===== src/rtl/lsu.sv =====
// ----------------------------------------------------------------------------
// lsu : load/store unit for the MEM stage of a 32-bit in-order pipeline.
//
// Loads and word stores complete in the cycle they are presented. Byte and
// halfword stores are done as read-modify-write: the containing word is read
// in IDLE (one stall cycle), then the merged word is written in MERGE.
// Illegal requests are rejected without touching memory. They produce a
// one-cycle err pulse on the following cycle, and err_addr latches the
// offending address.
//
// Ports
//   clk, rst_n              clock, asynchronous active-low reset
//   req_valid/re/we         MEM-stage request, load and store qualifiers
//   funct3                  access size/sign (LB/LH/LW/LBU/LHU, SB/SH/SW)
//   addr, wdata             byte address, right-aligned store data
//   load_data               extracted and extended load result
//   stall                   freeze the upstream pipeline this cycle
//   err, err_addr           illegal-request pulse and its address
//   dm_memread/dm_memwrite  data-memory enables (never both at once)
//   dm_addr, dm_wd, dm_rd   word address, write data, combinational read data
// ----------------------------------------------------------------------------
module lsu (
    input  logic        clk,
    input  logic        rst_n,
    input  logic        req_valid,
    input  logic        req_re,
    input  logic        req_we,
    input  logic [2:0]  funct3,
    input  logic [31:0] addr,
    input  logic [31:0] wdata,
    output logic [31:0] load_data,
    output logic        stall,
    output logic        err,
    output logic [31:0] err_addr,
    output logic        dm_memread,
    output logic        dm_memwrite,
    output logic [31:0] dm_addr,
    output logic [31:0] dm_wd,
    input  logic [31:0] dm_rd
);

    typedef enum logic [0:0] {
        ST_IDLE  = 1'b0,
        ST_MERGE = 1'b1
    } state_e;

    state_e      state_q, state_d;

    // Read-modify-write capture registers. Only the size bits of funct3 and
    // the low half of wdata are needed to build the merged word.
    logic [31:0] word_q;
    logic [29:0] waddr_q;
    logic [15:0] wdata_q;
    logic [1:0]  size_q;
    logic [1:0]  off_q;

    logic        err_q;
    logic [31:0] err_addr_q;

    logic        f3_ok_s;
    logic        misalign_s;
    logic        illegal_s;
    logic        legal_load_s;
    logic        legal_store_s;
    logic        word_store_s;
    logic        sub_store_s;

    // Select the addressed lane of a word and sign- or zero-extend it.
    function automatic logic [31:0] extract_load(input logic [31:0] word,
                                                 input logic [2:0]  f3,
                                                 input logic [1:0]  off);
        logic [7:0]  b;
        logic [15:0] h;
        logic [31:0] r;
        case (off)
            2'b00:   b = word[7:0];
            2'b01:   b = word[15:8];
            2'b10:   b = word[23:16];
            2'b11:   b = word[31:24];
            default: b = 8'h00;
        endcase
        if (off[1]) begin
            h = word[31:16];
        end else begin
            h = word[15:0];
        end
        case (f3)
            3'b000:  r = {{24{b[7]}}, b};
            3'b001:  r = {{16{h[15]}}, h};
            3'b010:  r = word;
            3'b100:  r = {24'h000000, b};
            3'b101:  r = {16'h0000, h};
            default: r = 32'h0000_0000;
        endcase
        return r;
    endfunction

    // Replace the target byte or halfword of the old word with store data.
    function automatic logic [31:0] merge_store(input logic [31:0] word,
                                                input logic [15:0] wd,
                                                input logic [1:0]  size,
                                                input logic [1:0]  off);
        logic [31:0] r;
        r = word;
        case (size)
            2'b00: begin
                case (off)
                    2'b00:   r[7:0]   = wd[7:0];
                    2'b01:   r[15:8]  = wd[7:0];
                    2'b10:   r[23:16] = wd[7:0];
                    2'b11:   r[31:24] = wd[7:0];
                    default: r = word;
                endcase
            end
            2'b01: begin
                if (off[1]) begin
                    r[31:16] = wd;
                end else begin
                    r[15:0] = wd;
                end
            end
            default: r = word;
        endcase
        return r;
    endfunction

    // Request legality and classification (only meaningful in IDLE).
    always_comb begin
        f3_ok_s    = 1'b0;
        misalign_s = 1'b0;
        illegal_s  = 1'b0;
        case (funct3)
            3'b000:  f3_ok_s = 1'b1;
            3'b001:  f3_ok_s = 1'b1;
            3'b010:  f3_ok_s = 1'b1;
            3'b100:  f3_ok_s = req_re;   // unsigned variants exist for loads only
            3'b101:  f3_ok_s = req_re;
            default: f3_ok_s = 1'b0;
        endcase
        case (funct3[1:0])
            2'b01:   misalign_s = addr[0];
            2'b10:   misalign_s = |addr[1:0];
            default: misalign_s = 1'b0;
        endcase
        if ((state_q == ST_IDLE) && req_valid) begin
            if (req_re && req_we) begin
                illegal_s = 1'b1;
            end else if (req_re || req_we) begin
                illegal_s = ~f3_ok_s | misalign_s;
            end else begin
                illegal_s = 1'b0;
            end
        end else begin
            illegal_s = 1'b0;
        end
    end

    assign legal_load_s  = (state_q == ST_IDLE) & req_valid & req_re & ~req_we & ~illegal_s;
    assign legal_store_s = (state_q == ST_IDLE) & req_valid & req_we & ~req_re & ~illegal_s;
    assign word_store_s  = legal_store_s & (funct3 == 3'b010);
    assign sub_store_s   = legal_store_s & (funct3 != 3'b010);

    // FSM state register.
    always_ff @(posedge clk or negedge rst_n) begin
        if (!rst_n) begin
            state_q <= ST_IDLE;
        end else begin
            state_q <= state_d;
        end
    end

    // FSM next-state logic.
    always_comb begin
        state_d = state_q;
        case (state_q)
            ST_IDLE: begin
                if (sub_store_s) begin
                    state_d = ST_MERGE;
                end else begin
                    state_d = ST_IDLE;
                end
            end
            ST_MERGE: state_d = ST_IDLE;
            default:  state_d = ST_IDLE;
        endcase
    end

    // FSM outputs; everything is held quiet while reset is asserted.
    always_comb begin
        load_data   = 32'h0000_0000;
        stall       = 1'b0;
        dm_memread  = 1'b0;
        dm_memwrite = 1'b0;
        dm_addr     = {addr[31:2], 2'b00};
        dm_wd       = 32'h0000_0000;
        if (!rst_n) begin
            dm_wd = 32'h0000_0000;
        end else begin
            case (state_q)
                ST_IDLE: begin
                    if (legal_load_s) begin
                        dm_memread = 1'b1;
                        load_data  = extract_load(dm_rd, funct3, addr[1:0]);
                    end else if (word_store_s) begin
                        dm_memwrite = 1'b1;
                        dm_wd       = wdata;
                    end else if (sub_store_s) begin
                        dm_memread = 1'b1;
                        stall      = 1'b1;
                    end else begin
                        dm_memread = 1'b0;
                    end
                end
                ST_MERGE: begin
                    dm_memwrite = 1'b1;
                    dm_addr     = {waddr_q, 2'b00};
                    dm_wd       = merge_store(word_q, wdata_q, size_q, off_q);
                end
                default: begin
                    dm_memwrite = 1'b0;
                end
            endcase
        end
    end

    // Capture the old word and store parameters for the MERGE write.
    always_ff @(posedge clk or negedge rst_n) begin
        if (!rst_n) begin
            word_q  <= 32'h0000_0000;
            waddr_q <= 30'h0000_0000;
            wdata_q <= 16'h0000;
            size_q  <= 2'b00;
            off_q   <= 2'b00;
        end else if (sub_store_s) begin
            word_q  <= dm_rd;
            waddr_q <= addr[31:2];
            wdata_q <= wdata[15:0];
            size_q  <= funct3[1:0];
            off_q   <= addr[1:0];
        end else begin
            word_q  <= word_q;
            waddr_q <= waddr_q;
            wdata_q <= wdata_q;
            size_q  <= size_q;
            off_q   <= off_q;
        end
    end

    // Error pulse and sticky error address.
    always_ff @(posedge clk or negedge rst_n) begin
        if (!rst_n) begin
            err_q      <= 1'b0;
            err_addr_q <= 32'h0000_0000;
        end else begin
            err_q <= illegal_s;
            if (illegal_s) begin
                err_addr_q <= addr;
            end else begin
                err_addr_q <= err_addr_q;
            end
        end
    end

    assign err      = err_q;
    assign err_addr = err_addr_q;

endmodule


===== config.mk =====
export PLATFORM = sky130hd
export DESIGN_NAME = lsu
export DESIGN_NICKNAME = d
export VERILOG_FILES = /design/src/rtl/lsu.sv
export SDC_FILE = /design/constraint.sdc
export NUM_CORES = 1
export LEC_CHECK = 0
export BUFFER_PORTS_ARGS = -buffer_cell sky130_fd_sc_hd__buf_2
export CAP_MARGIN = 20
export CORE_MARGIN = 5
export CORE_UTILIZATION = 50
export CTS_CLUSTER_SIZE = 8
export DETAILED_ROUTE_END_ITERATION = 16
export PLACE_DENSITY = 0.79
export SLEW_MARGIN = 40
export SYNTH_ARGS = -nofsm -noshare
export SYNTH_HDL_FRONTEND = slang
export SYNTH_SLANG_ARGS = --single-unit
export TNS_END_PERCENT = 5

===== constraint.sdc =====
create_clock -name clk -period 2.31 [get_ports clk]
set_input_delay 0.231 -clock clk [delete_from_list [all_inputs] [get_ports clk]]
set_output_delay 0.231 -clock clk [all_outputs]
set_load 0.01 [all_outputs]

==> summary.md, run 1 <==
| Metric | Value |
|---|---|
| Nets | 1,067 |
| Largest net degree at the start of global routing | 80 |
| Max VDD drop | 0.6155 mV |
| Worst-path maximum fanout | 7 |
| Ys flop type | dfrtp_1 |
| Final Hold Slack | 0.05717 ns |
| H-tree Lvls | 4 |
| Initial antenna violation count | 0 |
| Critical Path AT | 2.03 ns |
| Post-synth EDFFs | 0 |
| Max frequency | 441.8 MHz |
| Cell variety after synth | 51 |
| CTS tree | built |
| Drt drc | 0 |
| IO Pins | between 200 and 250 |
| PwrDens | between 800 and 900 mW/mm^2 |
| N_diodes | 0 |
| Die Footprint | 0.01682 sq mm |
| CP peak stage delay | 0.45 ns |
| Layout Cells excl Fill | about 1,200 |
| CTS Sinks | 116 |
| Synth Register Bits | 116 |
| Fin. Hold Viols | 0 |
| Critical Path Slowest Stage Cell | dfrtp_2 |
| Synthesized area | 0.007162 sq mm |
| Async SR Flop Fraction | 100.0% |
| Syn avg cell area | 10.02 sq um |
| CTS Buffer Depth | 2 |
| Req. time, crit path | 2.08 ns |
| ANT nets after route | 0 |
| Row Count | 43 |
| Internal Power | 5.759 mW |
| Placed insts | about 1,100 |
| Buffers on Ports | 233 |
| Tightest Pin Transition | 0.7118 ns |
| WS Path Type | flop to primary output |
| Die Wd | between 100 and 150 um |
| Min Tclk post-route | roughly 2.3 ns |
| Routed wire per std cell | 18.98 um |
| Most common cell after layout, fill and taps aside | buf_2 |
| Setup WS post-layout | 0.04667 ns |
| Layout cells sized above 1 | 48.72% |
| Syn Inst Count | 715 |
| Outcome | completed |
| GRT Total Usage | between 20% and 30% |
| GRT overflow | 0 |
| Unrepaired setup endpoints after global routing | yes |
| Critical path capture point type | primary output |
| First-pass GRT wire length | roughly 34 mm |
| Max_slew headroom | a little over half |
| Placed wire-length estimate | 16.45 mm |
| TritonCTS Buffers | 17 |
| Startpoint types | flop |
| 1st-pass router iterations | 5 |
| Setup clock skew after layout | 0.009606 ns |
| Commonest non-fill, non-tap cells in the layout | buf_2, nand2_1, dfrtp_1, mux2_4, nor2_1 |
| Post-route clock period utilization | a little over nine tenths |
| P_sw | 2.542 mW |
| Starting Density | 51.20% |
| Leak Pwr | 4.825 nW |
| Vias per Instance | 5.585 |
| Clock Power Share | 34.5% |
| Root buffer cell | clkbuf_16 |
| Skew-Pair Late Insertion Delay | 0.41 ns |
| Vias in the first global route | roughly 6,400 |
| GPL Wtd Cong | about 0.98 |
| Core Box Area | approximately 0.014 sq mm |
| Min-delay worst type | primary input to async pin |
| Slew Viols, Final | 0 |
| Die Y | 129.7 um |
| Switch share | between 30% and 40% |
| Layout fillers | approximately 1,100 |
| Logic pwr share | 28.6% |
| Total Wirelength | 21.88 mm |
| Via count | 6,440 |
| Dpl ws | -0.01608 ns |
| Sequential share of power | 36.9% |
| YS warnings | 0 |
| Max Cap Viol | 0 |
| Final setup viols | 0 |
| Layout area overhead | 32.37% |
| Worst-path cell chain | buf_4 -> or3_1 -> o211ai_1 -> o21ai_0 -> a32oi_1 -> nor2_1 -> buf_2 |
| Initial DRC count | 302 |
| Sequential share of the synthesized area | 40.53% |
| CTS clock-pin slew for the worst setup and hold paths | 0.06 ns |
## critical path: cells and delay by family, from the launching register on
| kind | cells | cell delay [ns] |
|---|---|---|
| AOI/OAI and AO/OA | 3 | 0.44 |
| and+or+nand+nor | 2 | 0.42 |
| DFF | 1 | 0.45 |
| buffers and inverters | 2 | 0.32 |
## registers in the layout, summed over array words and instances, names as in the netlist
name      count
err           1
state_q       1
err_addr     32
wdata_q      16
waddr_q      30
word_q       32
off_q         2
size_q        2
## path summary, 6_finish.rpt
kind,depth (start not counted),startpoint,to,slack [ns]
worst max-delay path,7,size_q[1],dm_wd[14],0.05
worst min-delay path,2,rst_n,word_q[12],0.06
worst max register to register,5,state_q,waddr_q[18],0.44
worst min register to register,1,err_addr[24],err_addr[24],0.51
max in group asynchronous,3,rst_n,off_q[1],1.37
min in group clk,2,wdata[4],wdata_q[4],0.07
## cell usage after synthesis, types with 3 or more instances
cell / n / area share [%]
a21oi_1: 42 / 2.9
nand2b_1: 8 / 0.70
mux2_4: 76 / 16
or4b_2: 3 / 0.42
dfrtp_1: 116 / 41
buf_2: 10 / 0.70
a31oi_1: 5 / 0.44
mux2_2: 54 / 8.5
o211ai_1: 7 / 0.73
clkbuf_1: 33 / 1.7
a32oi_1: 3 / 0.37
nand3_1: 17 / 1.2
o31a_1: 7 / 0.86
ha_1: 3 / 0.52
nor3_1: 3 / 0.21
o22a_1: 9 / 1.1
nor2b_1: 7 / 0.61
nor2_1: 61 / 3.2
a22oi_1: 16 / 1.7
buf_6: 6 / 0.94
o221ai_1: 5 / 0.61
or3_1: 3 / 0.26
nand2_1: 142 / 7.4
buf_12: 3 / 0.84
o21ai_0: 18 / 1.3
inv_1: 11 / 0.58
a311oi_1: 13 / 1.6
mux2i_1: 5 / 0.70
## power by group through the flow
stage | clock (mW) | combinational [mW] | sequential (mW)
after floorplan | 0 | 1.53 | 2.92
after global placement | 0 | 2.19 | 3.03
after detailed placement | 0 | 2.25 | 3.05
after CTS | 2.89 | 2.31 | 3.03
after global routing | 2.99 | 2.58 | 3.11
final | 2.86 | 2.38 | 3.06
## metal layers
metal | vias to the layer above | wire (um) | GRT usage (%)
li1 | 3025 | - | -
met1 | 3074 | 9377 | 35.33
met2 | 298 | 10400 | 41.37
met3 | 43 | 1523 | 4.411
met4 | 0 | 580 | 10.21
met5 | - | 0 | 0
## kinds of logic after synthesis
kind of cell / Yosys count / share of synthesized area, %
and+or+nand+nor: 256 / 15.71
AOI/OAI and AO/OA: 136 / 12.91
muxes: 135 / 25.12
DFF: 116 / 40.53
buffers and inverters: 68 / 5.154
adders and majority gates: 3 / 0.5242
other: 1 / 0.05236
## stage by stage
stage / util, % / cell area, sq um / TNS (ns) / total power [mW]
6_report: 67.77 / 9480 / 0 / 8.301
5_1_grt: 67.77 / 9480 / -0.1895 / 8.687
4_1_cts: 67.22 / 9403 / -0.06290 / 8.230
3_5_place_dp: 62.03 / 8677 / -0.08916 / 5.297
3_3_place_gp: 62.00 / 8673 / 0 / 5.226
2_1_floorplan: - / 7166 / 0 / 4.457
## repair_timing
action                     4_1_cts  5_1_grt
gates resized for setup         10       22
gates cloned                     0        0
hold buffers                     2        0
setup endpoints to repair       20       76
pin swaps                        3        4
hold endpoints to repair         1        0
buffers inserted                 3        1
## layout make-up
type                    count  area (sq um)  area share, %
clock inverters            13         195.2          2.059
inverters                  12         45.04         0.4751
repair buffers            281          1653          17.43
clock buffers              19         452.9          4.778
well taps                 180         225.2          2.376
multi-input cells         532          4004          42.23
flip-flops and latches    116          2905          30.65
No activity file was read; power rests on OpenSTA's default activity.
==> inputs of run 2 (changes only) <==
Settings changed: CORE_UTILIZATION 50 to 29, PLACE_DENSITY 0.79 to not set.
==> summary.md, run 2 (same netlist as run 1, synthesis figures left out) <==
| Metric | Value |
|---|---|
| Routed wire per std cell | 18.72 um (was 18.98 um) |
| Min Tclk post-route | 2.333 ns (was 2.263 ns) |
| Placed insts | 1,259 (was 1,115) |
| Pwr Total | 8.050 mW (was 8.301 mW) |
| Slew Viols, Final | 0 (unchanged) |
| Row Count | 57 (was 43) |
| Final Core Density | 39.95% (was 67.77%) |
| Post-route clock period utilization | 101.0% (was 97.98%) |
| Layout cells sized above 1 | 50.51% (was 48.72%) |
| Placed Instance Area | 0.008833 sq mm (was 0.008677 sq mm) |
| Setup clock skew after layout | 0.004370 ns (was 0.009606 ns) |
| Worst-path maximum fanout | 6 (was 7) |
| Leak Pwr | 4.829 nW (was 4.825 nW) |
| GPL Wtd Cong | 0.8423 (was 0.9772) |
| Max VDD drop | 0.4284 mV (was 0.6155 mV) |
| Placed wire-length estimate | 18.39 mm (was 16.45 mm) |
| Die Y | 167.2 um (was 129.7 um) |
| Largest net degree at the start of global routing | 60 (was 80) |
| Design Area, Final | 0.009717 sq mm (was 0.009480 sq mm) |
| IO Pins | 236 (unchanged) |
| Layout area overhead | 35.67% (was 32.37%) |
| Die Footprint | 0.02794 sq mm (was 0.01682 sq mm) |
| Critical path capture point type | primary output (unchanged) |
| PwrDens | 828.4 mW/mm^2 (was 875.6 mW/mm^2) |
| Fin. Hold Viols | 28 (was 0) |
| WS Path Type | flop to primary output (unchanged) |
| Total Wirelength | 24.38 mm (was 21.88 mm) |
| ANT nets after route | 0 (unchanged) |
| Most common cell after layout, fill and taps aside | buf_2 (unchanged) |
| Root buffer cell | clkbuf_16 (unchanged) |
| CTS clock-pin slew for the worst setup and hold paths | 0.06 ns (about the same) |
| Skew-Pair Late Insertion Delay | 0.41 ns (about the same) |
| N_diodes | 0 (unchanged) |
| TritonCTS Buffers | 17 (unchanged) |
| Buffers on Ports | 233 (unchanged) |
| Final Hold Slack | -0.02213 ns (was 0.05717 ns) |
| CTS tree | built (unchanged) |
| Layout Cells excl Fill | 1,302 (was 1,153) |
| Starting Density | 29.45% (was 51.20%) |
| CTS Sinks | 116 (unchanged) |
| Failing checks | hold timing, setup timing |
| Nets | 1,072 (was 1,067) |
| Critical Path AT | 2.10 ns (was 2.03 ns) |
| Setup TNS | -0.02281 ns (was 0 ns) |
| 1st-pass router iterations | 7 (was 5) |
| Initial antenna violation count | 3 (was 0) |
| Die Wd | 167.2 um (was 129.7 um) |
| Initial DRC count | 383 (was 302) |
| Max Cap Viol | 0 (unchanged) |
| Vias in the first global route | 6,409 (was 6,440) |
| Setup WS post-layout | -0.02281 ns (was 0.04667 ns) |
| First-pass GRT wire length | 37.61 mm (was 34.04 mm) |
| Core Box Area | 0.02432 sq mm (was 0.01399 sq mm) |
| Req. time, crit path | 2.08 ns (about the same) |
| Outcome | complete, but fails checks (was completed) |
| CTS Buffer Depth | 2 (unchanged) |
| GRT Total Usage | 16.91% (was 25.92%) |
| Startpoint types | flop (unchanged) |
| Vias per Instance | 4.897 (was 5.585) |
| Unrepaired setup endpoints after global routing | yes (unchanged) |
| Layout fillers | 2,425 (was 1,092) |
| Tightest Pin Transition | 0.6012 ns (was 0.7118 ns) |
| Max frequency | 428.7 MHz (was 441.8 MHz) |
| Drt drc | 0 (unchanged) |
| Commonest non-fill, non-tap cells in the layout | buf_2, nand2_1, dfrtp_1, mux2_4, nor2_1 (unchanged) |
| Final setup viols | 1 (was 0) |
| H-tree Lvls | 4 (unchanged) |
| Max_slew headroom | 59.92% (was 52.54%) |
| GRT overflow | 0 (unchanged) |
| Dpl ws | -0.004776 ns (was -0.01608 ns) |
| Min-delay worst type | primary input to async pin (unchanged) |
| Via count | 6,376 (was 6,440) |
## run 2: cell count changes in the layout (fill, tap and decap cells not counted), moves of 2 or more
cell	before	now
a21oi_1	42	35
a21oi_2	0	6
a311oi_1	12	6
a311oi_2	1	7
buf_2	232	229
buf_4	34	40
buf_8	0	2
bufinv_16	4	0
clkinvlp_4	0	3
inv_6	4	6
o21ai_0	14	9
o21ai_1	4	9
## run 2: metal layers
layer | global-route usage (%) | routed length (um)
met5 | 0 | 28
met1 | 23.04 | 11200
met4 | 4.023 | 420
met3 | 4.526 | 1790
met2 | 27.02 | 10930
## run 2: area by class of cell
class | instances | area, sq um | share of cell area, %
sequential | 116 | 2907 | 29.91
tap | 324 | 405.4 | 4.172
inverter | 12 | 45.04 | 0.4636
clock buffer | 18 | 439.2 | 4.520
clock inverter | 14 | 117.6 | 1.210
timing repair buffer | 286 | 1713 | 17.63
multi-input combinational | 532 | 4090 | 42.09
## run 2: path summary, 6_finish.rpt
check	slack, ns	end	from	cells past startpoint
min reg2reg	0.50	waddr_q[5]	waddr_q[5]	1
max in group asynchronous	1.48	wdata_q[2]	rst_n	4
min	-0.02	err_addr[26]	rst_n	2
max reg2reg	0.49	waddr_q[24]	state_q	5
max	-0.02	dm_wd[10]	size_q[1]	7
min in group clk	0.07	wdata_q[14]	wdata[14]	2
## run 2: repair_timing
action / CTS / global route
cloned: 0 / 0
setup endpoints to repair: 59 / 67
endpoints found under the hold margin: 40 / 0
buffers inserted: 2 / 6
hold buffers: 3 / 0
resized for setup: 31 / 29
pin swaps: 5 / 5
## run 2: critical path: stages (launching register included)
cell      delay [ns]
dfrtp_2         0.49
buf_6           0.15
or2_2           0.32
o221ai_1        0.18
o21ai_1         0.10
a32oi_1         0.20
nor2_1          0.07
buf_4           0.18
## run 2: where the power goes
part           internal (mW)  leakage [nW]  switching, mW
Sequential              2.58          1.41          0.470
Clock                   1.43         0.267           1.07
Combinational           1.37          3.16           1.14
Total                   5.38          4.83           2.67
==> inputs of run 3 (changes only) <==
Settings changed: SETUP_SLACK_MARGIN set to 0.1.
==> summary.md, run 3 (same netlist as run 1, synthesis figures left out) <==
| Metric | Value |
|---|---|
| Outcome | complete, but fails checks (unchanged) |
| Failing checks | hold timing (was hold timing, setup timing) |
| WS Path Type | flop to primary output (unchanged) |
| TritonCTS Buffers | 17 (unchanged) |
| PwrDens | 817.9 mW/mm^2 (was 828.4 mW/mm^2) |
| H-tree Lvls | 4 (unchanged) |
| Routed wire per std cell | 18.83 um (was 18.72 um) |
| Die Y | 167.2 um (unchanged) |
| Post-route clock period utilization | 99.21% (was 101.0%) |
| Initial DRC count | 292 (was 383) |
| Final setup viols | 0 (was 1) |
| Max Cap Viol | 0 (unchanged) |
| Cell class contributing the biggest share of worst-path delay | buffers and inverters (was flip-flops) |
| Largest net degree at the start of global routing | 60 (unchanged) |
| Min Tclk post-route | 2.292 ns (was 2.333 ns) |
| GRT Total Usage | 17.05% (was 16.91%) |
| CP peak stage delay | 0.50 ns (was 0.49 ns) |
| N_diodes | 0 (unchanged) |
| Max_slew headroom | 61.32% (was 59.92%) |
| Layout cells sized above 1 | 53.27% (was 50.51%) |
| GRT overflow | 0 (unchanged) |
| Starting Density | 29.45% (unchanged) |
| Met3 Use GR | 4.691% (was 4.526%) |
| 1st-pass router iterations | 5 (was 7) |
| CTS Buffer Depth | 2 (unchanged) |
| ANT nets after route | 0 (unchanged) |
| Setup WS post-layout | 0.01819 ns (was -0.02281 ns) |
| Worst-path cell chain | buf_6 -> nor2b_4 -> buf_6 -> buf_4 -> o22a_1 -> o211ai_1 -> a21oi_1 -> buf_2 (was buf_6 -> or2_2 -> o221ai_1 -> o21ai_1 -> a32oi_1 -> nor2_1 -> buf_4) |
| Leak Pwr | 4.847 nW (was 4.829 nW) |
| IO Pins | 236 (unchanged) |
| Placed wire-length estimate | 18.39 mm (unchanged) |
| GPL Wtd Cong | 0.8423 (unchanged) |
| Layout area overhead | 38.22% (was 35.67%) |
| Multi-input gate area | 0.004225 sq mm (was 0.004090 sq mm) |
| Drt drc | 0 (unchanged) |
| CTS clock-pin slew for the worst setup and hold paths | 0.06 ns (about the same) |
| Via count | 6,368 (was 6,376) |
| CTS tree | built (unchanged) |
| Slew Viols, Final | 0 (unchanged) |
| Min-delay worst type | primary input to async pin (unchanged) |
| Layout fillers | 2,401 (was 2,425) |
| Crit path top cell by count | buf_6 |
| Met2 Use GR | 27.32% (was 27.02%) |
| Critical Path Slowest Stage Cell | dfrtp_2 (unchanged) |
| Req. time, crit path | 2.08 ns (about the same) |
| R2r worst-path depth | 5 (unchanged) |
| Final Core Density | 40.71% (was 39.95%) |
| Critical Path AT | 2.06 ns (was 2.10 ns) |
| Initial antenna violation count | 3 (unchanged) |
| Commonest non-fill, non-tap cells in the layout | buf_2, nand2_1, dfrtp_1, mux2_4, nor2_1 (unchanged) |
| Final Hold Slack | -0.02362 ns (was -0.02213 ns) |
| Layout Cells excl Fill | 1,304 (was 1,302) |
| First-pass GRT wire length | 37.94 mm (was 37.61 mm) |
| Most common cell after layout, fill and taps aside | buf_2 (unchanged) |
| Critical path capture point type | primary output (unchanged) |
| Root buffer cell | clkbuf_16 (unchanged) |
| Buffers on Ports | 233 (unchanged) |
| Tightest Pin Transition | 0.5781 ns (was 0.6012 ns) |
| Met1 GRT Util | 23.03% (was 23.04%) |
| Row Count | 57 (unchanged) |
| Die Wd | 167.2 um (unchanged) |
| Sequential cell area | 0.002908 sq mm (was 0.002907 sq mm) |
| Placed insts | 1,259 (unchanged) |
| Die Footprint | 0.02794 sq mm (unchanged) |
| Fin. Hold Viols | 45 (was 28) |
| Max frequency | 436.3 MHz (was 428.7 MHz) |
| Nets | 1,074 (was 1,072) |
| Vias in the first global route | 6,496 (was 6,409) |
| Worst-path maximum fanout | 6 (unchanged) |
| CTS Sinks | 116 (unchanged) |
| Max VDD drop | 0.4311 mV (was 0.4284 mV) |
| Unrepaired setup endpoints after global routing | yes (unchanged) |
| Levels on crit path | 8 (was 7) |
| Startpoint types | flop (unchanged) |
| Number of buffers and inverters on the critical path | 4 (was 2) |
| Dpl ws | -0.004776 ns (unchanged) |
| Vias per Instance | 4.883 (was 4.897) |
| Core Box Area | 0.02432 sq mm (unchanged) |
| Skew-Pair Late Insertion Delay | 0.41 ns (about the same) |
| Most Crowded Layer GR | met2 (unchanged) |
| Setup TNS | 0 ns (was -0.02281 ns) |
| Total Wirelength | 24.55 mm (was 24.38 mm) |
| Setup clock skew after layout | 0.004207 ns (was 0.004370 ns) |
run 3: cell count changes in the layout (fill, tap and decap cells not counted), sizes merged:
cell	delta
buf	+2
run 3: through the flow:
step,instance area [sq um],hold slack (ns),total power [mW]
2_1_floorplan,7166,-0.06459,4.457
3_3_place_gp,8833,0.2793,5.292
3_5_place_dp,8833,0.2776,5.346
4_1_cts,9623,0.04657,8.076
5_1_grt,9899,0.007036,8.540
6_report,9899,-0.02362,8.097
run 3: layout make-up:
| type | count | share of cell area [%] |
|---|---|---|
| multi-input cells | 532 | 42.68 |
| flip-flops and latches | 116 | 29.37 |
| repair buffers | 288 | 17.77 |
| clock buffers | 18 | 4.436 |
| well taps | 324 | 4.095 |
| clock inverters | 14 | 1.188 |
| inverters | 12 | 0.4550 |
run 3: path summary, 6_finish.rpt:
| kind | slack [ns] | end | startpoint |
|---|---|---|---|
| worst min register to register | 0.50 | waddr_q[5] | waddr_q[5] |
| worst min-delay path | -0.02 | err_addr[26] | rst_n |
| max in group asynchronous | 1.47 | wdata_q[2] | rst_n |
| min in group clk | 0.07 | wdata_q[12] | wdata[12] |
| worst max register to register | 0.51 | waddr_q[24] | state_q |
| worst max-delay path | 0.02 | dm_wd[26] | size_q[1] |
run 3: where the power goes:
part / leakage (nW) / total (mW) / switching [mW] / internal, mW
combinational: 3.18 / 2.55 / 1.16 / 1.39
clock: 0.267 / 2.50 / 1.07 / 1.43
sequential: 1.40 / 3.05 / 0.473 / 2.58
total: 4.85 / 8.10 / 2.70 / 5.40
run 3: routing by layer:
layer / vias to the layer above / share of wire (%)
met4: 6 / 2.0
li1: 3041 / -
met2: 252 / 45
met3: 41 / 7.0
met5: - / 0.11
met1: 3028 / 46
run 3: timing repair:
action | 4_1_cts | 5_1_grt
hold endpoints to repair | 40 | 0
gates resized for setup | 42 | 61
setup buffers | 8 | 2
setup endpoints to repair | 84 | 96
hold buffers | 3 | 0
pin swaps | 11 | 21
